$ cat src/rtl/rr_packet_arbiter.sv
// Round-robin wormhole arbiter: drains flits from IN_N upstream FIFOs
// (one-cycle read latency) into a single registered output, holding the
// grant on one input from a head flit until its tail/single flit.
module rr_packet_arbiter #(
   parameter int DATA_W = 8,
   parameter int IN_N   = 4,
   parameter int ID     = 0
) (
   input  logic                   clk_i,
   input  logic                   rst_ni,
   input  logic [IN_N-1:0]        empty_i,
   input  logic [IN_N*DATA_W-1:0] data_i,
   output logic [IN_N-1:0]        rd_en_o,
   output logic [DATA_W-1:0]      data_o,
   output logic                   valid_o,
   input  logic                   ready_i,
   output logic [IN_N-1:0]        grant_o,
   output logic                   err_o
);

   localparam int IDX_W = (IN_N > 1) ? $clog2(IN_N) : 1;

   typedef enum logic [0:0] {
      ST_IDLE   = 1'b0,
      ST_LOCKED = 1'b1
   } state_e;

   state_e                state_q, state_d;
   logic [IDX_W-1:0]      lock_q, lock_d;
   logic [IDX_W-1:0]      last_q, last_d;
   logic                  pend_q, pend_d;
   logic                  first_q, first_d;
   logic [DATA_W-1:0]     data_q, data_d;
   logic                  valid_q, valid_d;
   logic [IN_N-1:0]       grant_q, grant_d;
   logic                  err_q, err_d;

   logic [IN_N-1:0]       rd_en_s;
   logic                  found_s;
   logic [IDX_W-1:0]      sel_s;
   logic [IDX_W-1:0]      cand_s;
   logic [DATA_W-1:0]     cap_s;
   logic [1:0]            cap_type_s;
   logic                  out_free_s;

   // Flit presented by the locked FIFO during a capture cycle, and its type.
   assign cap_s      = data_i[lock_q*DATA_W +: DATA_W];
   assign cap_type_s = cap_s[DATA_W-1 -: 2];

   // Output register can take a new flit if empty or draining this cycle.
   assign out_free_s = !valid_q || ready_i;

   // Round-robin search: first non-empty input after the last one served.
   always_comb begin
      found_s = 1'b0;
      sel_s   = '0;
      cand_s  = '0;
      for (int i = 1; i <= IN_N; i++) begin
         cand_s = IDX_W'((int'(last_q) + i) % IN_N);
         if (!found_s && !empty_i[cand_s]) begin
            found_s = 1'b1;
            sel_s   = cand_s;
         end else begin
            found_s = found_s;
         end
      end
   end

   // Next-state logic: capture of pending reads, arbitration and read issue.
   always_comb begin
      state_d = state_q;
      lock_d  = lock_q;
      last_d  = last_q;
      pend_d  = pend_q;
      first_d = first_q;
      data_d  = data_q;
      valid_d = valid_q;
      err_d   = err_q;
      rd_en_s = '0;

      if (valid_q && ready_i) begin
         valid_d = 1'b0;
      end else begin
         valid_d = valid_q;
      end

      if (pend_q) begin
         // Reads are only issued into a free output register, so it is
         // guaranteed empty when the data arrives.
         data_d  = cap_s;
         valid_d = 1'b1;
         pend_d  = 1'b0;
         first_d = 1'b0;
         if (first_q && !cap_type_s[1]) begin
            err_d = 1'b1;          // packet started with body or tail
         end else if (!first_q && cap_type_s[1]) begin
            err_d = 1'b1;          // new head inside an open packet
         end else begin
            err_d = err_q;
         end
         if (cap_type_s[0]) begin
            state_d = ST_IDLE;     // tail or single closes the packet
         end else begin
            state_d = state_q;
         end
      end else if (out_free_s) begin
         case (state_q)
            ST_IDLE: begin
               if (found_s) begin
                  rd_en_s[sel_s] = 1'b1;
                  lock_d         = sel_s;
                  last_d         = sel_s;
                  pend_d         = 1'b1;
                  first_d        = 1'b1;
                  state_d        = ST_LOCKED;
               end else begin
                  state_d = ST_IDLE;
               end
            end
            ST_LOCKED: begin
               // An empty locked input simply stalls the packet.
               if (!empty_i[lock_q]) begin
                  rd_en_s[lock_q] = 1'b1;
                  pend_d          = 1'b1;
               end else begin
                  pend_d = 1'b0;
               end
            end
            default: begin
               state_d = ST_IDLE;
            end
         endcase
      end else begin
         rd_en_s = '0;
      end

      if (state_d == ST_LOCKED) begin
         grant_d = {{(IN_N-1){1'b0}}, 1'b1} << lock_d;
      end else begin
         grant_d = '0;
      end
   end

   // State and output registers; reset discards any in-flight read or flit.
   always_ff @(posedge clk_i or negedge rst_ni) begin
      if (!rst_ni) begin
         state_q <= ST_IDLE;
         lock_q  <= '0;
         last_q  <= IDX_W'(IN_N - 1);
         pend_q  <= 1'b0;
         first_q <= 1'b0;
         data_q  <= '0;
         valid_q <= 1'b0;
         grant_q <= '0;
         err_q   <= 1'b0;
      end else begin
         state_q <= state_d;
         lock_q  <= lock_d;
         last_q  <= last_d;
         pend_q  <= pend_d;
         first_q <= first_d;
         data_q  <= data_d;
         valid_q <= valid_d;
         grant_q <= grant_d;
         err_q   <= err_d;
      end
   end

   // Read enables must follow empty_i in the same cycle; reset masks them.
   assign rd_en_o = rd_en_s & {IN_N{rst_ni}};
   assign data_o  = data_q;
   assign valid_o = valid_q;
   assign grant_o = grant_q;
   assign err_o   = err_q;

endmodule

$ cat config.mk
export PLATFORM = sky130hd
export DESIGN_NAME = rr_packet_arbiter
export DESIGN_NICKNAME = d
export VERILOG_FILES = /design/src/rtl/rr_packet_arbiter.sv
export SDC_FILE = /design/constraint.sdc
export NUM_CORES = 1
export LEC_CHECK = 0
export CORE_MARGIN = 1
export CORE_UTILIZATION = 25
export DETAILED_ROUTE_END_ITERATION = 16
export PLACE_DENSITY_LB_ADDON = 0.3
export SKIP_CTS_REPAIR_TIMING = 1
export SLEW_MARGIN = 5
export SYNTH_ARGS = -nofsm -noshare
export SYNTH_HDL_FRONTEND = slang
export SYNTH_SLANG_ARGS = --single-unit
$ cat constraint.sdc
create_clock -name clk_i -period 2.95 [get_ports clk_i]
set_input_delay 0.885 -clock clk_i [delete_from_list [all_inputs] [get_ports clk_i]]
set_output_delay 0.885 -clock clk_i [all_outputs]
set_load 0.005 [all_outputs]
==> results.tsv <==
stage	metric	value	unit
placement	gp_congestion	0.905	
clocking	cts_tree	yes	
yosys	yosysUniqueCellTypes	38	
routing	vias_per_cell	4.84	
routing	dr.first_iter.drc_count	34	
timing	slew_violations	0	
finish	stdcell_count	238	
die	num_rows	24	
yosys	syn_area	1200	um2
die	dieArea	5070	um2
routing	wl	3550	um
placement	dpl.hpwl	2710	um
routing	drt_pass1_iterations	10	
clocking	cts.clk_slew.worst_paths	80	ps
die	boundaryPins	57	
die	dieHeight	71.2	um
yosys	synth_area_leaders	dfrtp_1 40%, mux4_2 15%, mux2_2 8.5%	
yosys	async_reset_ff_frac	1.00	
timing	finalCritPeriodShare	1.11	
flow_run	cap_violations	0	
worst_setup_path	worstPathArrival	2380	ps
yosys	ys_seq_elements	21	
pwr	cellLeakagePower	0.907	nW
yosys	synth-edff-count	0	
clocking	cts_max_path_buffers	2	
clocking	cts_root_buf	clkbuf_8	
pwr	p_per_area	839	nW/um2
worst_setup_path	rrSetupSlack	900	ps
routing	vias	1152	
timing	worst_pin_slew	568	ps
worst_setup_path	startpoint_type	input pin	
yosys	ys.flop_type	dfrtp_1	
pwr	ir_drop	0.246	mV
placement	dp_worst_setup_slack	-1030	ps
finish	utilization	0.472	
yosys	yosys_warnings	0	
timing	slew_headroom	0.616	
global_routing	antenna_found_initial	0	
worst_setup_path	r2r_start	last_q[1]$_DFFE_PN1P_	
global_routing	use_met1	0.150	
yosys	synth.avg_cell_area	11.8	um2
routing	drc	8	
die	start_util	0.267	
min_path	hp-class	reg2reg	
finish	area_growth_syn_to_layout	76.5	%
global_routing	grt_pass1_wl	5510	um
worst_setup_path	timing.rr.end	grant_o[2]$_DFF_PN0_	
yosys	yosysSeqAreaShare	0.441	
global_routing	grt_use_met3	0.0456	
min_path	min-delay-start	err_o$_DFFE_PN0P_	
yosys	synth_top_cell_area_share	0.397	
clocking	cts_buffers	3	
yosys	synth_top_area_cell	dfrtp_1	
finish	nets	226	
yosys	synth_nets	140	
placement	placed_cells	227	
die	die_w	71.2	um
worst_setup_path	cp_max_fo	4	
yosys	yosys.cell_count.top_type	dfrtp_1	
global_routing	first_global_vias	1218	
routing	ant_nets	0	
clocking	cts.sinks	21	
worst_setup_path	worstPathRequired	2070	ps
timing	setup_violations	2	
yosys	synth_commonest_cells	19 x dfrtp_1, 9 x inv_1, 9 x mux2_2, 8 x mux4_2, 8 x nor2_1	
outcome	status	finished, violations left	
placement	port_buffers	56	
global_routing	grt_usage	0.140	
placement	place_area	1990	um2
min_path	whs_path_depth	1	
worst_setup_path	worstRegToRegCells	9	
finish	drive_gt1_frac	0.392	
global_routing	overflow	0	
finish	antenna_cells	0	
die	core	4470	um2
min_path	worstHoldEndpoint	err_o$_DFFE_PN0P_	
global_routing	grt_busiest_layer	met2	
worst_setup_path	worst-setup-path-type	in2out	
timing	post-route-worst-setup-slack	-311	ps
timing	finalHoldViolCount	0	
outcome	violations	design-rule violations, negative setup slack	
global_routing	grt_max_degree	16	
global_routing	met2_usage	0.254	
timing	fmax	307	MHz
timing	period_minus_slack	3260	ps
timing	skew	10.5	ps
finish	post-route-cell-area	2110	um2
routing	wl_per_cell	14.9	um
clocking	htreeDepth	1	
yosys	netlist_instances	101	
timing	rsz0062_at_grt	yes	
worst_setup_path	cp-end-kind	primary output	
clocking	clock_latency	270	ps
-- cell families after synthesis --
kind of cell | count (synthesis) | share of synthesized area
xor gates and xnor gates | 1 | 0.00732
DFF | 21 | 0.441
buffers and inverters | 13 | 0.0418
and+or+nand+nor | 29 | 0.139
AOI/OAI and AO/OA | 16 | 0.101
muxes | 21 | 0.269
-- metal layers --
| metal | up-vias | wire [um] |
|---|---|---|
| met5 | - | 0 |
| met4 | 0 | 68 |
| met3 | 7 | 274 |
| met2 | 46 | 1830 |
| met1 | 557 | 1380 |
| li1 | 542 | - |
-- layout by cell type, fill, tap and decap left out, types with 2 or more instances in the layout --
master / count
buf_2: 3
clkbuf_2: 2
clkdlybuf4s50_1: 47
buf_4: 27
nand2_1: 6
buf_6: 4
clkbuf_8: 3
and2_1: 2
mux2i_1: 4
nor2_1: 6
mux2_2: 9
dfstp_2: 2
o21ai_0: 2
mux4_2: 8
inv_1: 8
dfrtp_1: 19
-- state kept, by name, indices dropped and copies added, names as in the netlist --
register  cells
err_o         1
first_q       1
data_o        8
state_q       1
pend_q        1
valid_o       1
lock_q        2
last_q        2
grant_o       4
-- through the flow --
stage               total power, mW  TNS, ps  hold slack, ps
floorplan                      1.03        0             451
global placement               1.50    -3480             438
detailed placement             1.51    -3600             460
CTS                            1.72    -3710             477
global route                   1.90     -805             508
finish                         1.77     -610             476
-- area by class of cell --
cell class,count,area [um2]
clock buffers,3,41.3
clock inverters,1,5.00
fillers,399,2360
inverters,9,36.3
multi-input cells,67,664
flip-flops and latches,21,528
well taps,52,65.1
repair buffers,85,771
-- worst max path at each step --
stage / to / from / slack (ps) / cells past startpoint
global placement: rd_en_o[2] / empty_i[3] / -990 / 7
global route: rd_en_o[2] / empty_i[2] / -400 / 8
CTS: rd_en_o[2] / empty_i[3] / -1060 / 7
detailed placement: rd_en_o[2] / empty_i[3] / -1030 / 7
floorplan: rd_en_o[0] / empty_i[0] / 30 / 5
finish: rd_en_o[0] / empty_i[1] / -310 / 8
-- where the power goes --
group,leakage [nW],internal [mW],switching [mW]
Clock,0.0255,0.0945,0.0996
Sequential,0.248,0.431,0.0827
Combinational,0.634,0.644,0.419
-- worst max-delay path: stages --
cell	delay, ps
buf_4	130
buf_6	120
a2111oi_4	310
or2_4	200
buf_4	100
or3b_1	350
a21oi_2	140
clkbuf_2	130
Power figures use the tool's default switching activity.
